File: config.mk
export PLATFORM = sky130hd
export DESIGN_NAME = pc_gen_flat
export DESIGN_NICKNAME = d
export VERILOG_FILES = /design/src/rtl/pc_pkg.sv /design/src/rtl/pc_gen_if.sv /design/src/rtl/pc_align_chk.sv /design/src/rtl/pc_gen.sv /design/src/flat_wrapper.sv
export SDC_FILE = /design/constraint.sdc
export NUM_CORES = 1
export LEC_CHECK = 0
export ABC_AREA = 1
export BUFFER_PORTS_ARGS = -buffer_cell sky130_fd_sc_hd__buf_4
export CORE_MARGIN = 10
export CORE_UTILIZATION = 50
export CTS_CLUSTER_DIAMETER = 30
export DETAILED_ROUTE_END_ITERATION = 10
export PLACE_DENSITY = 0.85
export SLEW_MARGIN = 30
export SYNTH_ARGS = -nofsm -noshare
export SYNTH_HDL_FRONTEND = slang
export SYNTH_SLANG_ARGS = --single-unit
File: constraint.sdc
create_clock -name clk -period 2.4 [get_ports clk]
set_input_delay 0.48 -clock clk [delete_from_list [all_inputs] [get_ports clk]]
set_output_delay 0.48 -clock clk [all_outputs]
set_load 0.01 [all_outputs]
File: src/rtl/pc_pkg.sv
// Shared PC/exception constants, FSM encoding and alignment helper.
package pc_pkg;

  localparam int unsigned DEF_ADDR_W      = 32;
  localparam int unsigned DEF_INSTR_BYTES = 4;

  // Default vectors, also used by the exception/CP0 block.
  localparam logic [31:0] DEF_RESET_VEC = 32'h0000_3000;
  localparam logic [31:0] DEF_EXC_VEC   = 32'h0000_4180;

  // Redirect-buffer FSM encoding.
  localparam logic [0:0] RUN  = 1'b0;
  localparam logic [0:0] PEND = 1'b1;

  // Low-bit mask that must be zero for an aligned address (instr_bytes is a power of two).
  function automatic int unsigned align_mask(input int unsigned instr_bytes);
    return instr_bytes - 1;
  endfunction

endpackage

File: src/rtl/pc_gen_if.sv
// Fetch-control <-> PC unit bundle: requests in, PC and fault status out.
interface pc_gen_if import pc_pkg::*; #(
  parameter int unsigned ADDR_W = DEF_ADDR_W
);
  logic              stall;
  logic              redir_valid;
  logic [ADDR_W-1:0] redir_target;
  logic              exc_req;
  logic              eret_req;
  logic [ADDR_W-1:0] epc_in;
  logic [ADDR_W-1:0] pc;
  logic [ADDR_W-1:0] pc_plus;
  logic              pend_valid;
  logic              misalign;
  logic [ADDR_W-1:0] bad_addr;

  modport master (
    output stall, redir_valid, redir_target, exc_req, eret_req, epc_in,
    input  pc, pc_plus, pend_valid, misalign, bad_addr
  );

  modport slave (
    input  stall, redir_valid, redir_target, exc_req, eret_req, epc_in,
    output pc, pc_plus, pend_valid, misalign, bad_addr
  );
endinterface

File: src/rtl/pc_align_chk.sv
// Combinational alignment checker for an instruction/data address.
module pc_align_chk import pc_pkg::*; #(
  parameter int unsigned ADDR_W      = DEF_ADDR_W,
  parameter int unsigned INSTR_BYTES = DEF_INSTR_BYTES
) (
  input  logic [ADDR_W-1:0] addr,
  output logic              misaligned_c
);
  localparam logic [ADDR_W-1:0] MASK = ADDR_W'(align_mask(INSTR_BYTES));

  // Any set bit below the alignment boundary is a fault.
  assign misaligned_c = |(addr & MASK);
endmodule

File: src/rtl/pc_gen.sv
// Fetch program counter: prioritised next-PC select with stalled-redirect buffer
// and misaligned-target trap.
module pc_gen import pc_pkg::*; #(
  parameter int unsigned       ADDR_W      = DEF_ADDR_W,
  parameter logic [ADDR_W-1:0] RESET_VEC   = ADDR_W'(DEF_RESET_VEC),
  parameter logic [ADDR_W-1:0] EXC_VEC     = ADDR_W'(DEF_EXC_VEC),
  parameter int unsigned       INSTR_BYTES = DEF_INSTR_BYTES
) (
  input  logic     clk,
  input  logic     rst,
  pc_gen_if.slave  bus
);
  logic [0:0]        state_q, state_d;
  logic [ADDR_W-1:0] pc_q, pc_d;
  logic [ADDR_W-1:0] pend_tgt_q, pend_tgt_d;
  logic [ADDR_W-1:0] bad_q, bad_d;
  logic              mis_q, mis_d;
  logic [ADDR_W-1:0] pc_plus_c;
  logic [ADDR_W-1:0] tgt_c;
  logic              tgt_apply_c;
  logic              tgt_misaligned_c;

  assign pc_plus_c = pc_q + ADDR_W'(INSTR_BYTES);

  // Pick the target (eret, live redirect or buffered redirect) that is applied this edge.
  always_comb begin
    tgt_c       = bus.redir_target;
    tgt_apply_c = 1'b0;
    if (bus.exc_req) begin
      tgt_apply_c = 1'b0;
    end else if (bus.eret_req) begin
      tgt_c       = bus.epc_in;
      tgt_apply_c = 1'b1;
    end else if (bus.redir_valid) begin
      tgt_apply_c = !bus.stall;
    end else if (!bus.stall && state_q == PEND) begin
      tgt_c       = pend_tgt_q;
      tgt_apply_c = 1'b1;
    end
  end

  pc_align_chk #(
    .ADDR_W      (ADDR_W),
    .INSTR_BYTES (INSTR_BYTES)
  ) u_align_chk (
    .addr         (tgt_c),
    .misaligned_c (tgt_misaligned_c)
  );

  // Next state / next PC by priority: exc > eret > redirect > pending > sequential.
  always_comb begin
    state_d    = state_q;
    pc_d       = pc_q;
    pend_tgt_d = pend_tgt_q;
    bad_d      = bad_q;
    mis_d      = 1'b0;
    if (bus.exc_req) begin
      pc_d    = EXC_VEC;
      state_d = RUN;
    end else if (bus.eret_req) begin
      state_d = RUN;
    end else if (bus.redir_valid) begin
      if (bus.stall) begin
        pend_tgt_d = bus.redir_target;
        state_d    = PEND;
      end else begin
        state_d = RUN;
      end
    end else if (!bus.stall) begin
      if (state_q == PEND) begin
        state_d = RUN;
      end else begin
        pc_d = pc_plus_c;
      end
    end
    if (tgt_apply_c) begin
      if (tgt_misaligned_c) begin
        pc_d  = EXC_VEC;
        bad_d = tgt_c;
        mis_d = 1'b1;
      end else begin
        pc_d = tgt_c;
      end
    end
  end

  // State and datapath registers, synchronous reset.
  always_ff @(posedge clk) begin
    if (rst) begin
      state_q    <= RUN;
      pc_q       <= RESET_VEC;
      pend_tgt_q <= '0;
      bad_q      <= '0;
      mis_q      <= 1'b0;
    end else begin
      state_q    <= state_d;
      pc_q       <= pc_d;
      pend_tgt_q <= pend_tgt_d;
      bad_q      <= bad_d;
      mis_q      <= mis_d;
    end
  end

  assign bus.pc         = pc_q;
  assign bus.pc_plus    = pc_plus_c;
  assign bus.pend_valid = (state_q == PEND);
  assign bus.misalign   = mis_q;
  assign bus.bad_addr   = bad_q;
endmodule
File: src/flat_wrapper.sv
// flat-port wrapper written by rule: the top's interface ports become plain ports
module pc_gen_flat import pc_pkg::*;
#(
  parameter int unsigned       ADDR_W      = DEF_ADDR_W,
  parameter logic [ADDR_W-1:0] RESET_VEC   = ADDR_W'(DEF_RESET_VEC),
  parameter logic [ADDR_W-1:0] EXC_VEC     = ADDR_W'(DEF_EXC_VEC),
  parameter int unsigned       INSTR_BYTES = DEF_INSTR_BYTES
)
  (clk, rst, bus_stall, bus_redir_valid, bus_redir_target, bus_exc_req, bus_eret_req, bus_epc_in, bus_pc, bus_pc_plus, bus_pend_valid, bus_misalign, bus_bad_addr);
  pc_gen_if #(.ADDR_W(ADDR_W)) bus_i ();
  input  logic clk;
  input  logic rst;
  input wire logic [$bits(bus_i.stall)-1:0] bus_stall;
  input wire logic [$bits(bus_i.redir_valid)-1:0] bus_redir_valid;
  input wire logic [$bits(bus_i.redir_target)-1:0] bus_redir_target;
  input wire logic [$bits(bus_i.exc_req)-1:0] bus_exc_req;
  input wire logic [$bits(bus_i.eret_req)-1:0] bus_eret_req;
  input wire logic [$bits(bus_i.epc_in)-1:0] bus_epc_in;
  output wire logic [$bits(bus_i.pc)-1:0] bus_pc;
  output wire logic [$bits(bus_i.pc_plus)-1:0] bus_pc_plus;
  output wire logic [$bits(bus_i.pend_valid)-1:0] bus_pend_valid;
  output wire logic [$bits(bus_i.misalign)-1:0] bus_misalign;
  output wire logic [$bits(bus_i.bad_addr)-1:0] bus_bad_addr;
  assign bus_i.stall = bus_stall;
  assign bus_i.redir_valid = bus_redir_valid;
  assign bus_i.redir_target = bus_redir_target;
  assign bus_i.exc_req = bus_exc_req;
  assign bus_i.eret_req = bus_eret_req;
  assign bus_i.epc_in = bus_epc_in;
  assign bus_pc = bus_i.pc;
  assign bus_pc_plus = bus_i.pc_plus;
  assign bus_pend_valid = bus_i.pend_valid;
  assign bus_misalign = bus_i.misalign;
  assign bus_bad_addr = bus_i.bad_addr;
  pc_gen #(.ADDR_W(ADDR_W), .RESET_VEC(RESET_VEC), .EXC_VEC(EXC_VEC), .INSTR_BYTES(INSTR_BYTES)) u_core (.clk(clk), .rst(rst), .bus(bus_i));
endmodule
==> results.txt, run 1 <==
Setup Skew = 0.00717 ns
DR pass1 iterations = 8
Met3 usage = 6.04%
Post-synthesis sequential element count = 98
Vias in the first global route = 6,058
Setup violators final = 0
# IOs = 168
Startpoint Class = flop
RSZ-0062 raised after global routing = no
Post-route setup TNS = 0 ns
Slowest Stage Delay on Critical Path = 0.38 ns
Max Fclk = 0.431 GHz
Outcome = complete, no violations
Critical-path maximum fanout = 5
Residual DRC count = 0
Yosys synthesis warning count = 0
Rel. slew slack = 49.4%
Root buffer cell = clkbuf_16
Final Power = 4070 µW
CP max stage cell = dfxtp_2
Iter 0 DRT Violations = 754
GRT Resource Usage Total = 23.1%
Total congestion overflow = 0
Minimum clock period = 2.32 ns
Core ar. = 11,000 µm²
Busiest grt layer = met2
Pwr Density = 551 nW/µm²
Post-route ant nets = 0
Reg clk slew, reported paths = 0.07 ns
Worst Path Required = 1.92 ns
Final HPWL DP = 14.8 mm
Hold buffers post-CTS = 0
Hold Crit Class = input port to flop
Gpl congestion = 0.915
H-tree depth = 3
Fin crit share = 96.6%
Leak Pwr = 0.00371 µW
Chip Height = 127 µm
Num Clock Sinks = 98
CTS Buffer Depth = 2
Fin nets = 1,157
Chip Width = 127 µm
Synth cell types = 32
Crit path DAT = 1.84 ns
Initial cell density of the core = 51.7%
Area delta synth->final = 30.0%
Die area = 16,000 µm²
Layout cells sized above 1 = 23.6%
Clk_lat worst skew = 0.35 ns
Post-layout util = 67.1%
Initial antenna violation count = 0
Diodes inserted = 0
Rows = 38
Setup repair bufs after CTS = 0
Num CTS Buffers = 9
DRT Wirelength = 19.5 mm
First-pass GRT wire length = 31.0 mm
Gate count after technology mapping = 932
Final count of hold timing violations = 0
FILL cells = 1,010
Pin count of the biggest net entering global routing = 48
Met2 usage = 36.6%
Critical-path cell list = ha_4 -> inv_1 -> nor2_2 -> nand2_2 -> nor2_4 -> or2_2 -> and2_1 -> buf_4
Setup Crit Path Kind = flop to output port
Register area share after synthesis = 34.6%
Via/cell ratio = 5.30
Wire per inst = 15.8 µm
TritonCTS clock tree = done
IO Port Bufs = 167
Syn Nets = 1,003
CP endpoint kind = output port
Final Max Tran Viols = 0
Mean Syn Cell Area = 6.09 µm²
Hold slack = 0.331 ns
Worst-Margin Slew = 0.757 ns
Mapped cell area = 5670 µm²
Worst vdd ir = 0.000422 V
Max-Cap Viols = 0
GR met1 Demand/Resource = 30.1%
Via count = 6,530
synth_stat cells (all sizes together):
| cell type | number | area [µm²] |
|---|---|---|
| nand2 | 336 | 1280 |
| nor2 | 122 | 499 |
| dfxtp | 98 | 1960 |
| o21ai | 95 | 483 |
| inv | 92 | 345 |
| nand3 | 62 | 345 |
| a21oi | 53 | 269 |
| buf | 30 | 214 |
| clkbuf | 16 | 60.1 |
| o211ai | 6 | 45.0 |
| xnor2 | 6 | 52.6 |
| or2 | 4 | 25.0 |
| xor2 | 4 | 35.0 |
| nand4 | 3 | 18.8 |
| and2 | 2 | 12.5 |
| nand3b | 2 | 15.0 |
| ha | 1 | 12.5 |
report_power, final:
group / internal [µW] / switching (µW)
Sequential: 1710 / 76.7
Combinational: 328 / 445
Clock: 867 / 639
Total: 2910 / 1160
what timing repair did:
action                                  CTS  global route
resized for setup                         3            20
endpoints found under the setup margin    1            15
hold endpoints to repair                  0             0
pin swaps                                 1             1
cell type report:
cell class / count / area [µm²] / share of cell area, %
clock buffers: 12 / 256 / 3.48
clock inverters: 4 / 48.8 / 0.662
inverters: 92 / 345 / 4.68
multi-input cells: 696 / 3130 / 42.4
flip-flops and latches: 98 / 1970 / 26.8
well taps: 140 / 175 / 2.38
repair buffers: 189 / 1440 / 19.6
cell usage in the layout (no fill, tap or decap), types with 6 or more instances in the layout:
master / n
nor2_1: 107
inv_1: 83
nor2_2: 12
o21ai_0: 85
clkbuf_16: 9
o21ai_1: 8
nand2_1: 329
a21oi_1: 52
xnor2_1: 6
buf_4: 187
o211ai_1: 6
nand3_1: 58
inv_2: 9
nand2_2: 6
dfxtp_1: 88
dfxtp_2: 10
sequential cells by signal (all words and copies together), names as in the netlist:
register               cells
u_core.bus.pend_valid      1
u_core.bus.bad_addr       32
u_core.bus.pc             32
u_core.bus.misalign        1
u_core.pend_tgt_q         32
critical path, delay by kind of cell, from the launching register on:
| family | cells | cell delay [ns] |
|---|---|---|
| AND/OR/NAND/NOR | 5 | 0.75 |
| adder cells (fa/ha/maj) | 1 | 0.16 |
| buffers and inverters | 2 | 0.20 |
| flip-flops | 1 | 0.38 |
routing by layer:
metal  vias to the layer above  part of all wire, %
met3                        44                  9.7
met1                      2948                   42
met5                         -                    0
met4                         0                  2.4
met2                       315                   46
li1                       3223                    -
kinds of logic (layout without fill, tap and decap cells):
family | Yosys count | after routing | synth area share (%)
buffers and inverters | 138 | 297 | 10.9
DFF | 98 | 98 | 34.6
adders and majority gates | 1 | 1 | 0.221
xor gates and xnor gates | 10 | 10 | 1.54
and+or+nand+nor | 531 | 531 | 38.7
AOI/OAI and AO/OA | 154 | 154 | 14.0
through the flow:
stage	instances	area [µm²]	setup WS [ns]
3_5_place_dp	1215	7020	0.152
4_1_cts	1231	7330	0.00964
5_1_grt	1231	7370	0.00882
3_3_place_gp	1215	7020	0.190
6_report	1231	7370	0.0824
2_1_floorplan	932	5670	0.451
path summary, 6_finish.rpt:
check                                              end                            startpoint  slack, ns  cells past startpoint
setup reg to reg   u_core.bus.bad_addr[3]$_SDFFE_PP0P_    u_core.bus.pend_valid$_SDFFE_PP0P_       0.34                     10
setup / recovery                       bus_pc_plus[14]         u_core.bus.pc[3]$_SDFFE_PP0P_       0.08                      8
hold reg to reg   u_core.bus.bad_addr[24]$_SDFFE_PP0P_  u_core.bus.bad_addr[24]$_SDFFE_PP0P_       0.45                      2
hold / removal     u_core.bus.bad_addr[1]$_SDFFE_PP0P_                                   rst       0.33                      2
Power figures use the tool's default switching activity.
==> inputs of run 2 (changes only) <==
--- a/config.mk
+++ b/config.mk
@@ -11,7 +11,7 @@
 export CORE_UTILIZATION = 50
 export CTS_CLUSTER_DIAMETER = 30
 export DETAILED_ROUTE_END_ITERATION = 10
-export PLACE_DENSITY = 0.85
+export PLACE_DENSITY = 0.86
 export SLEW_MARGIN = 30
 export SYNTH_ARGS = -nofsm -noshare
 export SYNTH_HDL_FRONTEND = slang
==> run 2 against run 1 <==
Effect of this change:
- core utilization down 0.25 points
- wire length shrank 0.94%
- first-iteration DRC count grew 9.7%
- sequential share of layout area is 0.10 points higher
- register-to-register slack hardly changed
- cell count is 0.16% higher
- hold slack improved by 0.011 ns
- worst setup slack worse by 0.021 ns
==> results.txt, run 2 (synthesis results as in run 1) <==
Outcome = complete, no violations
Initial cell density of the core = 51.7% (unchanged)
Layout cells sized above 1 = 23.4% (-0.13 points)
Hold Crit Class = input port to flop
Setup violators final = 0 (unchanged)
Final Worst Setup Slack = 0.0615 ns (-0.0209 ns)
Root buffer cell = clkbuf_16
Most common library cell in the layout ignoring fill and taps = nand2_1
Most frequent cells in the layout = nand2_1 (330), buf_4 (190), nor2_1 (110), dfxtp_1 (88), o21ai_0 (86)
CP endpoint kind = output port
Num Clock Sinks = 98 (unchanged)
RSZ-0062 raised after global routing = yes
First-pass GRT wire length = 30.8 mm (-0.56%)
Via/cell ratio = 5.34 (+0.59%)
Startpoint Class = flop
Gpl congestion = 0.922 (+0.82%)
Post-route ant nets = 0 (unchanged)
Crit path DAT = 1.86 ns (+0.02 ns)
Chip Height = 127 µm (unchanged)
DRT Wirelength = 19.3 mm (-0.94%)
Final count of hold timing violations = 0 (unchanged)
Comb pwr share = 19.1% (about the same)
Total congestion overflow = 0 (unchanged)
Max Fclk = 0.428 GHz (-0.89%)
P_int = 2790 µW (-4.0%)
Core ar. = 11,000 µm² (unchanged)
Num CTS Buffers = 9 (unchanged)
Pin count of the biggest net entering global routing = 48 (unchanged)
Pwr Density = 544 nW/µm² (-1.3%)
Chip Width = 127 µm (unchanged)
Sw power = 1210 µW (+4.2%)
Residual DRC count = 0 (unchanged)
Busiest grt layer = met2
GRT Resource Usage Total = 23.1% (about the same)
Met3 usage = 5.96% (-0.083 points)
Minimum clock period = 2.34 ns (+0.0209 ns)
Diodes inserted = 0 (unchanged)
Area delta synth->final = 29.5%
Worst Path Required = 1.92 ns (about the same)
Setup Crit Path Kind = flop to output port
Rel. slew slack = 52.4% (+3.0 points)
Setup Skew = 0.00951 ns (+0.00234 ns)
Reg clk slew, reported paths = 0.07 ns (about the same)
Net Sw Frac = 30.2% (+1.7 points)
Critical-path maximum fanout = 5 (unchanged)
TritonCTS clock tree = done
Die area = 16,000 µm² (unchanged)
Wire per inst = 15.7 µm (-1.1%)
Post-route setup TNS = 0 ns (unchanged)
Via count = 6,579 (+0.75%)
# IOs = 168 (unchanged)
Final Max Tran Viols = 0 (unchanged)
Fin nets = 1,159 (+0.17%)
Worst-Margin Slew = 0.712 ns (-0.0448 ns)
Final Power = 4000 µW (-1.7%)
Max-Cap Viols = 0 (unchanged)
Initial antenna violation count = 0 (unchanged)
Vias in the first global route = 6,144 (+1.4%)
Fin crit share = 97.4% (+0.87 points)
Iter 0 DRT Violations = 827 (+9.7%)
IO Port Bufs = 167 (unchanged)
Clock power share = 36.2% (-0.8 points)
Hold buffers post-CTS = 0 (unchanged)
Post-Place Setup Slack = 0.106 ns (-0.0454 ns)
H-tree depth = 3 (unchanged)
CTS Buffer Depth = 2 (unchanged)
Worst vdd ir = 0.000502 V (+19%)
Reg power frac = 44.6% (+0.6 points)
Final HPWL DP = 14.8 mm (-0.37%)
Met2 usage = 36.9% (+0.30 points)
Rows = 38 (unchanged)
DR pass1 iterations = 5 (-3)
Leak Pwr = 0.00371 µW (about the same)
Clk_lat worst skew = 0.35 ns (about the same)
GR met1 Demand/Resource = 29.8% (-0.27 points)
-- run 2: final cells by class --
type | instances | area, µm²
flip-flops and latches | 98 | 1970
well taps | 140 | 175
inverters | 92 | 345
clock inverters | 6 | 56.3
repair buffers | 191 | 1450
fillers | 992 | 3640
clock buffers | 10 | 239
multi-input cells | 696 | 3110
-- run 2: metal layers --
metal  vias up  share of wire, %
met5         -                 0
met4         0               2.3
met3        32               9.2
met2       292                46
met1      3027                43
li1       3228                 -
-- run 2: worst max-delay path, cell delays in order (launching register included) --
cell and delay [ns]:
dfxtp_2 0.36, ha_2 0.21, inv_1 0.06, nor2_2 0.14, nand2_2 0.11, nor2_4 0.19
or2_2 0.15, and2_1 0.16, buf_4 0.13
-- run 2: power by group through the flow --
stage          clock network [µW]  registers [µW]  logic (µW)
6_report                     1450            1780         765
2_1_floorplan                   0            1830         375
4_1_cts                      1460            1780         762
3_5_place_dp                    0            1820         756
3_3_place_gp                    0            1820         743
5_1_grt                      1520            1800         843
-- run 2: per-stage QoR --
stage | cell area, µm² | hold slack [ns] | util [%] | cells
after floorplan | 5670 | 0.470 | - | 932
after global placement | 7000 | 0.440 | 63.7 | 1214
after detailed placement | 7000 | 0.443 | 63.7 | 1214
after CTS | 7310 | 0.338 | 66.6 | 1231
after global routing | 7350 | 0.337 | 66.9 | 1233
final | 7350 | 0.342 | 66.9 | 1233
-- run 2: what timing repair did --
item | CTS | global route
cloned | 0 | 0
gates resized for setup | 6 | 11
pin swaps | 2 | 1
setup endpoints to repair | 4 | 11
buffers inserted | 1 | 2
-- run 2: path summary, 6_finish.rpt --
check / end / cells past startpoint / slack [ns] / startpoint
max: bus_pc_plus[14] / 8 / 0.06 / u_core.bus.pc[3]$_SDFFE_PP0P_
min: u_core.bus.bad_addr[1]$_SDFFE_PP0P_ / 2 / 0.34 / rst
max reg2reg: u_core.bus.bad_addr[4]$_SDFFE_PP0P_ / 10 / 0.35 / u_core.bus.pend_valid$_SDFFE_PP0P_
min reg2reg: u_core.bus.bad_addr[19]$_SDFFE_PP0P_ / 2 / 0.46 / u_core.bus.bad_addr[19]$_SDFFE_PP0P_
==> inputs of run 3 (changes only) <==
--- a/config.mk
+++ b/config.mk
@@ -7,7 +7,6 @@
 export LEC_CHECK = 0
 export ABC_AREA = 1
 export BUFFER_PORTS_ARGS = -buffer_cell sky130_fd_sc_hd__buf_4
-export CORE_MARGIN = 10
 export CORE_UTILIZATION = 50
 export CTS_CLUSTER_DIAMETER = 30
 export DETAILED_ROUTE_END_ITERATION = 10
==> run 3 against run 2 <==
Effect of this change:
- clock power about the same
- count of clock-buffer cells in the layout down 1
- wire length down 7.7%
- core utilization up 0.085 points
- register-to-register slack better by 0.04 ns
- cell area down 0.31%
- largest cell class unchanged
- global-route usage up 7.4 points
- sequential cell count unchanged
- sequential power about the same
==> results.txt, run 3 (synthesis results as in run 1) <==
Outcome = complete, no violations
Minimum clock period = 2.31 ns (-0.0236 ns)
Setup repair bufs after CTS = 0 (-1)
DRT Wirelength = 17.8 mm (-7.7%)
Initial cell density of the core = 51.9% (+0.22 points)
Crit path DAT = 1.83 ns (-0.03 ns)
Hold buffers post-CTS = 0 (unchanged)
Total congestion overflow = 0 (unchanged)
Num Clock Sinks = 98 (unchanged)
Storage cell area = 1970 µm² (-0.25%)
Final count of hold timing violations = 0 (unchanged)
Total length of routed met3 wires = 1.78 mm (+0.23%)
Root buffer cell = clkbuf_16
Clk_lat worst skew = 0.34 ns (about the same)
Diodes inserted = 0 (unchanged)
Critical Path Start = u_core.bus.pc[5]$_SDFFE_PP0P_
First-pass GRT wire length = 28.1 mm (-8.7%)
Post-route ant nets = 0 (unchanged)
CTS Buffer Depth = 2 (unchanged)
Critical-path cell list = nand2_1 -> nor2_1 -> nand2_1 -> nor2_2 -> xor2_1 -> buf_4
Reg power frac = 44.9% (+0.3 points)
Clock power share = 36.0% (-0.2 points)
Chip Height = 109 µm (-14%)
RR Endpoint = u_core.bus.bad_addr[14]$_SDFFE_PP0P_
P_int = 2770 µW (-0.76%)
Worst Path Required = 1.92 ns (about the same)
Multi-input gate area = 3120 µm² (+0.40%)
Final Max Tran Viols = 0 (unchanged)
Via count = 6,553 (-0.40%)
Sw power = 1210 µW (+0.31%)
Final Power = 3980 µW (-0.44%)
TritonCTS clock tree = done
Num CTS Buffers = 9 (unchanged)
Pin count of the biggest net entering global routing = 48 (unchanged)
Chip Width = 109 µm (-14%)
Critical-path maximum fanout = 5 (unchanged)
Worst R2R Setup Slack = 0.39 ns (+0.04 ns)
Layout cells sized above 1 = 23.0% (-0.44 points)
Residual DRC count = 0 (unchanged)
Reg2reg start = u_core.bus.pend_valid$_SDFFE_PP0P_
Rel. slew slack = 51.5% (-0.89 points)
CP endpoint kind = output port
Leak Pwr = 0.00369 µW (-0.48%)
Gpl congestion = 0.896 (-2.8%)
Max-Cap Viols = 0 (unchanged)
Final HPWL DP = 13.3 mm (-10%)
Wire per inst = 14.5 µm (-7.3%)
# IOs = 168 (unchanged)
Setup Skew = 0.0109 ns (+0.00143 ns)
Reg clk slew, reported paths = 0.08 ns (about the same)
Hold Crit Class = input port to flop
Most used cell, CP = nand2_1
Top Metal Used = met4
Via/cell ratio = 5.34 (about the same)
Setup Crit Path Kind = flop to output port
Slowest Stage Delay on Critical Path = 0.41 ns (+0.05 ns)
IO Port Bufs = 167 (unchanged)
Comb pwr share = 19.1% (about the same)
H-tree depth = 3 (unchanged)
Hold slack = 0.359 ns (+0.0168 ns)
Most common library cell in the layout ignoring fill and taps = nand2_1
Cells on worst reg2reg path = 10 (unchanged)
FILL cells = 1,030 (+3.8%)
RSZ-0062 raised after global routing = yes
Setup violators final = 0 (unchanged)
Die area = 11,800 µm² (-26%)
CP max stage cell = dfxtp_1
Fin crit share = 96.5% (-0.98 points)
Initial antenna violation count = 0 (unchanged)
M1 WL = 7.66 mm (-7.2%)
Met2 Routed Length = 7.99 mm (-9.7%)
Net Sw Frac = 30.5% (+0.23 points)
Critical Path Sink = bus_pc_plus[13]
Most frequent cells in the layout = nand2_1 (329), buf_4 (184), nor2_1 (108), dfxtp_1 (92), o21ai_0 (85)
Iter 0 DRT Violations = 495 (-40%)
Startpoint Class = flop
Post-CTS resize count = 1 (-5)
Rows = 38 (unchanged)
Worst vdd ir = 0.000329 V (-34%)
Pwr Density = 544 nW/µm² (-0.13%)
Worst-Margin Slew = 0.726 ns (+0.0134 ns)
DR pass1 iterations = 6 (+1)
Core ar. = 10,900 µm² (-0.43%)
Area delta synth->final = 29.1%
Vias in the first global route = 5,675 (-7.6%)
GRT Resource Usage Total = 30.4% (+7.4 points)
Fin nets = 1,154 (-0.43%)
Max Fclk = 0.432 GHz (+1.0%)
## run 3: power by group through the flow
stage / Clock (µW) / Sequential [µW] / Combinational [µW]
floorplan: 0 / 1830 / 375
global placement: 0 / 1820 / 736
detailed placement: 0 / 1820 / 747
CTS: 1440 / 1780 / 751
global route: 1500 / 1790 / 831
finish: 1440 / 1790 / 760
## run 3: critical path, delay by kind of cell (launching register included)
family | cells | cell delay (ns)
simple gates | 4 | 0.60
flops | 1 | 0.41
xor+xnor | 1 | 0.30
buf+inv | 1 | 0.18
## run 3: per-layer routing
metal | track usage (%) | vias up
met5 | 0 | -
met4 | 9.85 | 0
met3 | 4.52 | 35
met2 | 47.6 | 359
met1 | 42.7 | 2936
li1 | - | 3223
## run 3: stage by stage
| step | setup WS, ns | cell area, µm² | instances | TNS (ns) | util [%] |
|---|---|---|---|---|---|
| 2_1_floorplan | 0.451 | 5670 | 932 | 0 | - |
| 3_3_place_gp | 0.223 | 7000 | 1212 | 0 | 64.0 |
| 3_5_place_dp | 0.143 | 7000 | 1212 | 0 | 64.0 |
| 4_1_cts | 0.00686 | 7290 | 1228 | 0 | 66.6 |
| 5_1_grt | -0.0167 | 7320 | 1228 | -0.0249 | 67.0 |
| 6_report | 0.0851 | 7320 | 1228 | 0 | 67.0 |
## run 3: layout make-up
class	instances	area share, %
flip-flops and latches	98	26.9
inverters	92	4.72
multi-input cells	696	42.6
clock inverters	7	0.888
repair buffers	186	19.4
well taps	140	2.39
clock buffers	9	3.08
## run 3: worst min-delay path by stage
stage | start | endpoint | cells after the start | slack (ns)
floorplan | u_core.pend_tgt_q[10]$_SDFFE_PP0P_ | u_core.pend_tgt_q[10]$_SDFFE_PP0P_ | 2 | 0.47
global placement | u_core.bus.bad_addr[19]$_SDFFE_PP0P_ | u_core.bus.bad_addr[19]$_SDFFE_PP0P_ | 2 | 0.44
detailed placement | u_core.bus.bad_addr[26]$_SDFFE_PP0P_ | u_core.bus.bad_addr[26]$_SDFFE_PP0P_ | 2 | 0.44
CTS | rst | u_core.bus.bad_addr[0]$_SDFFE_PP0P_ | 2 | 0.35
global route | rst | u_core.bus.bad_addr[1]$_SDFFE_PP0P_ | 2 | 0.36
finish | rst | u_core.bus.bad_addr[1]$_SDFFE_PP0P_ | 2 | 0.36
